--- config.mk ---
export PLATFORM = sky130hd
export DESIGN_NAME = mem_access_ctrl
export DESIGN_NICKNAME = d
export VERILOG_FILES = /design/src/rtl/mem_access_ctrl.sv
export SDC_FILE = /design/constraint.sdc
export NUM_CORES = 1
export LEC_CHECK = 0
export CORE_ASPECT_RATIO = 0.8
export CORE_UTILIZATION = 45
export CTS_BUF_LIST = sky130_fd_sc_hd__clkbuf_16
export DETAILED_ROUTE_END_ITERATION = 8
export GPL_TIMING_DRIVEN = 0
export HOLD_SLACK_MARGIN = 0.06
export PLACE_DENSITY = 0.95
export RECOVER_POWER = 100
export SLEW_MARGIN = 40
export SYNTH_ARGS = -nofsm -noshare
export SYNTH_HDL_FRONTEND = slang
export SYNTH_SLANG_ARGS = --single-unit
--- constraint.sdc ---
create_clock -name clk -period 6.4 [get_ports clk]
set_input_delay 1.28 -clock clk [delete_from_list [all_inputs] [get_ports clk]]
set_output_delay 1.28 -clock clk [all_outputs]
set_load 0.1 [all_outputs]
--- src/rtl/mem_access_ctrl.sv ---
// -----------------------------------------------------------------------------
// mem_access_ctrl
//
// Single-outstanding load/store sequencer between a datapath request port and
// a synchronous word-addressed data memory. One request is taken in IDLE,
// issued to memory for one cycle, (loads only) held for READ_LAT wait cycles
// while the memory produces data, and finished with a one-cycle response.
//
// Optional feature (compile-time macro): MEM_ACCESS_RANGE_CHECK_EN
//   When defined, requests with req_addr >= DEPTH never touch memory and are
//   answered one cycle after acceptance with resp_err=1. When undefined, every
//   address is forwarded unchanged and resp_err is constant 0.
//
// Parameters
//   DEPTH     number of addressable 32-bit words (used by the range check)
//   READ_LAT  memory read latency in clk cycles, 1..7
//
// Ports
//   clk              rising-edge clock
//   rst              asynchronous active-high reset
//   req_valid        datapath presents a request
//   req_ready        request accepted on this edge if req_valid is also 1
//   req_write        1 = store, 0 = load
//   req_addr         word index
//   req_wdata        store data
//   resp_valid       one-cycle completion pulse
//   resp_rdata       last load result (held until the next load capture)
//   resp_err         access rejected, qualified by resp_valid
//   mem_address      address to data memory
//   mem_dataInput    write data to data memory
//   mem_writeEnable  active-high write strobe to data memory
//   mem_dataOutput   read data from data memory
// -----------------------------------------------------------------------------
module mem_access_ctrl #(
    parameter int DEPTH    = 16,
    parameter int READ_LAT = 1
) (
    input  logic        clk,
    input  logic        rst,
    input  logic        req_valid,
    output logic        req_ready,
    input  logic        req_write,
    input  logic [31:0] req_addr,
    input  logic [31:0] req_wdata,
    output logic        resp_valid,
    output logic [31:0] resp_rdata,
    output logic        resp_err,
    output logic [31:0] mem_address,
    output logic [31:0] mem_dataInput,
    output logic        mem_writeEnable,
    input  logic [31:0] mem_dataOutput
);

    if (DEPTH < 1 || READ_LAT < 1 || READ_LAT > 7) begin : g_bad_param
        $error("mem_access_ctrl: DEPTH must be >= 1 and READ_LAT must be 1..7");
    end

    typedef enum logic [1:0] {
        IDLE  = 2'd0,
        ISSUE = 2'd1,
        WAIT  = 2'd2,
        RESP  = 2'd3
    } state_t;

    // Wait counter is loaded with READ_LAT-1 and counts down to 0; the
    // cycle where it reads 0 is the last WAIT cycle (capture cycle).
    localparam logic [2:0] WAIT_LAST = 3'(READ_LAT - 1);

    state_t      state_q, state_d;
    logic        write_q, write_d;
    logic [31:0] addr_q,  addr_d;
    logic [31:0] wdata_q, wdata_d;
    logic [31:0] rdata_q, rdata_d;
    logic [2:0]  cnt_q,   cnt_d;
    logic        accept;

`ifdef MEM_ACCESS_RANGE_CHECK_EN
    localparam logic [31:0] DEPTH_W = 32'(DEPTH);
    logic err_q, err_d;
    logic addr_bad;
    assign addr_bad = (req_addr >= DEPTH_W);
`endif

    // rst gates ready combinationally so no request can be taken while the
    // block is held in reset.
    assign req_ready = (state_q == IDLE) && !rst;
    assign accept    = req_valid && req_ready;

    always_ff @(posedge clk or posedge rst) begin
        if (rst) begin
            state_q <= IDLE;
            write_q <= 1'b0;
            addr_q  <= '0;
            wdata_q <= '0;
            rdata_q <= '0;
            cnt_q   <= '0;
`ifdef MEM_ACCESS_RANGE_CHECK_EN
            err_q   <= 1'b0;
`endif
        end else begin
            state_q <= state_d;
            write_q <= write_d;
            addr_q  <= addr_d;
            wdata_q <= wdata_d;
            rdata_q <= rdata_d;
            cnt_q   <= cnt_d;
`ifdef MEM_ACCESS_RANGE_CHECK_EN
            err_q   <= err_d;
`endif
        end
    end

    always_comb begin
        state_d = state_q;
        write_d = write_q;
        addr_d  = addr_q;
        wdata_d = wdata_q;
        rdata_d = rdata_q;
        cnt_d   = cnt_q;
`ifdef MEM_ACCESS_RANGE_CHECK_EN
        err_d   = err_q;
`endif
        case (state_q)
            IDLE: begin
                if (accept) begin
                    write_d = req_write;
                    cnt_d   = WAIT_LAST;
`ifdef MEM_ACCESS_RANGE_CHECK_EN
                    err_d = addr_bad;
                    if (addr_bad) begin
                        // Rejected: memory port keeps its previous values.
                        state_d = RESP;
                    end else begin
                        addr_d  = req_addr;
                        wdata_d = req_wdata;
                        state_d = ISSUE;
                    end
`else
                    addr_d  = req_addr;
                    wdata_d = req_wdata;
                    state_d = ISSUE;
`endif
                end
            end
            ISSUE: begin
                state_d = write_q ? RESP : WAIT;
            end
            WAIT: begin
                if (cnt_q == 3'd0) begin
                    rdata_d = mem_dataOutput;
                    state_d = RESP;
                end else begin
                    cnt_d = cnt_q - 3'd1;
                end
            end
            RESP: begin
                state_d = IDLE;
            end
            default: begin
                state_d = IDLE;
            end
        endcase
    end

    // All outputs derive from async-reset registers, so reset clears them
    // (including the write strobe) without waiting for a clock edge.
    assign mem_writeEnable = (state_q == ISSUE) && write_q;
    assign mem_address     = addr_q;
    assign mem_dataInput   = wdata_q;
    assign resp_valid      = (state_q == RESP);
    assign resp_rdata      = rdata_q;
`ifdef MEM_ACCESS_RANGE_CHECK_EN
    assign resp_err        = resp_valid && err_q;
`else
    assign resp_err        = 1'b0;
`endif

endmodule

==> metrics.csv <==
metric,value,unit
drtIter0Drc,122,
syn_nets,363,
netlist_top_cells_area,"dfrtp_1 (59%), mux2_4 (17%), mux2_2 (12%)",
cap_violations,1,
status,finished with violations,
yosysWarningCount,0,
r2r_slack,3.80,ns
grtUsageTotal,19.6,%
worstHoldPathCells,1,
holdPathEnd,mem_address[11],
min_from,mem_address[11],
rsz0062_at_grt,no,
cp_slowest_cell,clkbuf_1,
first_pass_iters,6,
cts_setup_buffers,0,
cp_max_fo,4,
grt_pass1_wl,14.9,mm
grt_max_degree,58,
numCtsBuffers,9,
core_area,9190,um2
synth-seq-cells,102,
min_path_type,register to register,
finalCriticalPeriod,4.30,ns
hold_buffers,0,
critical_path.top_delay_family,buffers and inverters,
synthCells,256,
finalClockSkew,0.00616,ns
postCtsResizedCells,0,
finalSetupTns,0,ns
synth_top_area_share,59.2,%
dieWidth,111,um
async_reset_ff_share,100,%
synth_most_common_cell,dfrtp_1,
drt-wirelength-per-cell,16.2,um
vias,2887,
syn_to_final_growth,36.7,%
arrival,3.02,ns
chipHeight,89.6,um
clockBufferDepth,2,
worstSetupPathType,input port to output port,
r2r-start,state_q[0],
port_buffers,198,
cts.reportedPaths.clkPinSlew,0.06,ns
drcViolationCount,15,
hold_violations,0,
min_period_over_period,67.3,%
violations,"DRC, capacitance limit, slew limit",
fmax,232,MHz
nFillCells,770,
place_congestion,0.746,
ys_seq_area_share,59.2,%
yosys.area.top_type,dfrtp_1,
reg2reg_depth,8,
crit_path_end_kind,output port,
crit_chain,dlygate4sd3_1 > and2b_4 > clkbuf_1,
vias_per_cell,4.94,
layout-drive-gt1-share,14.9,%
cts_tree,yes,
synth_flop_cell,dfrtp_1,
crit_path_start_kind,input port,
syn_avg_cell_area,16.8,um2
synth_edf_count,0,
initial_core_util,46.9,%
fin_nets,573,
cp_num_buf_inv,2,
syn-cell-area,4310,um2
drt_wl_total,9.47,mm
num_io_pins,200,
grt_pass1_vias,3023,
dieArea,9980,um2
worstSkewPairLatency,0.34,ns
dpl.hpwl,7.19,mm
slew_headroom,-41.5,%
cts_max_level,3,
maxSlewViolCount,46,
num_rows,31,
cp_data_required_time,5.12,ns
worst_slew_pin_slew,2.11,ns
ant_nets,0,
diodes,0,
setup_violations,0,
grt_remaining_overflow,0,
synth.distinct_cells,31,
antenna_found_initial,0,
crit_path_max_incr_delay,0.88,ns
fin_util,64.1,%
cts_sinks,102,
cts_root_buf,clkbuf_16,
yosys-top-cells-count,"dfrtp_1 (102), mux2_4 (50), mux2_2 (47)",
r2r_end,mem_dataInput[27],
[placed cells by master, fill, tap and decap left out, drive strengths merged, types with 2 or more instances in the layout]
cell and instances:
inv 7, nand2 2, a31oi 2, clkbuf 119
bufinv 3, and4 2, buf 3, mux2 98
nand2b 2, clkdlybuf4s50 98, nor3 2, o2111ai 2
dfrtp 102, clkinvlp 2, nor2 3, ha 7
[worst reg2reg max path: cells and delay by family, from the launching register on]
family	cells	cell delay (ns)
adders and majority gates	1	0.21
buffers and inverters	4	1.24
DFF	1	0.40
muxes	1	0.39
and+or+nand+nor	2	0.25
[kinds of logic (layout without fill, tap and decap cells)]
family                   after synthesis  in the layout  synth area share, %
buffers and inverters                 20            233                 4.32
adder cells (fa/ha/maj)                7              7                 2.03
multiplexers                          98             98                 29.9
flip-flops                           102            102                 59.2
AND/OR/NAND/NOR                       19             19                 2.87
other                                  1              1               0.0869
AO/OA/AOI/OAI                          9              9                 1.57
[flip-flops by register name, indices dropped and copies added, names as in the netlist]
name,count
state_q,2
resp_rdata,32
cnt_q,3
write_q,1
mem_address,32
mem_dataInput,32
[metrics by stage]
stage	hold slack [ns]	area [um2]	cells	setup WS (ns)
6_report	0.492	5890	584	2.10
2_1_floorplan	0.471	4310	256	2.44
4_1_cts	0.503	6300	584	2.53
3_5_place_dp	0.487	5980	570	2.53
3_3_place_gp	0.484	6440	569	0.944
5_1_grt	0.522	5890	584	2.07
[worst max-delay path by stage]
stage / cells past startpoint / from / slack (ns) / endpoint
6_report: 3 / rst / 2.10 / req_ready
5_1_grt: 3 / rst / 2.07 / req_ready
4_1_cts: 3 / rst / 2.53 / req_ready
3_5_place_dp: 3 / rst / 2.53 / req_ready
3_3_place_gp: 2 / rst / 0.94 / mem_address[0]
2_1_floorplan: 1 / rst / 2.44 / cnt_q[0]
[metal layers]
layer,vias up,global-route usage [%],wire length [um]
met3,13,7.86,892
met4,0,7.00,149
met5,-,0,0
met2,131,33.0,4720
met1,1426,23.1,3710
li1,1317,-,-
[final cells by class]
type	instances	area (um2)	area share, %
Sequential cell	102	2550	43.3
Multi-Input combinational cell	134	1400	23.7
Timing Repair Buffer	199	1390	23.6
Clock buffer	9	225	3.82
Tap cell	115	144	2.44
Clock inverter	5	101	1.72
Buffer	13	56.3	0.955
Inverter	7	27.5	0.467
Power is not shown: default switching activity piles up to over one toggle a cycle in this logic, so the estimate is an artifact.
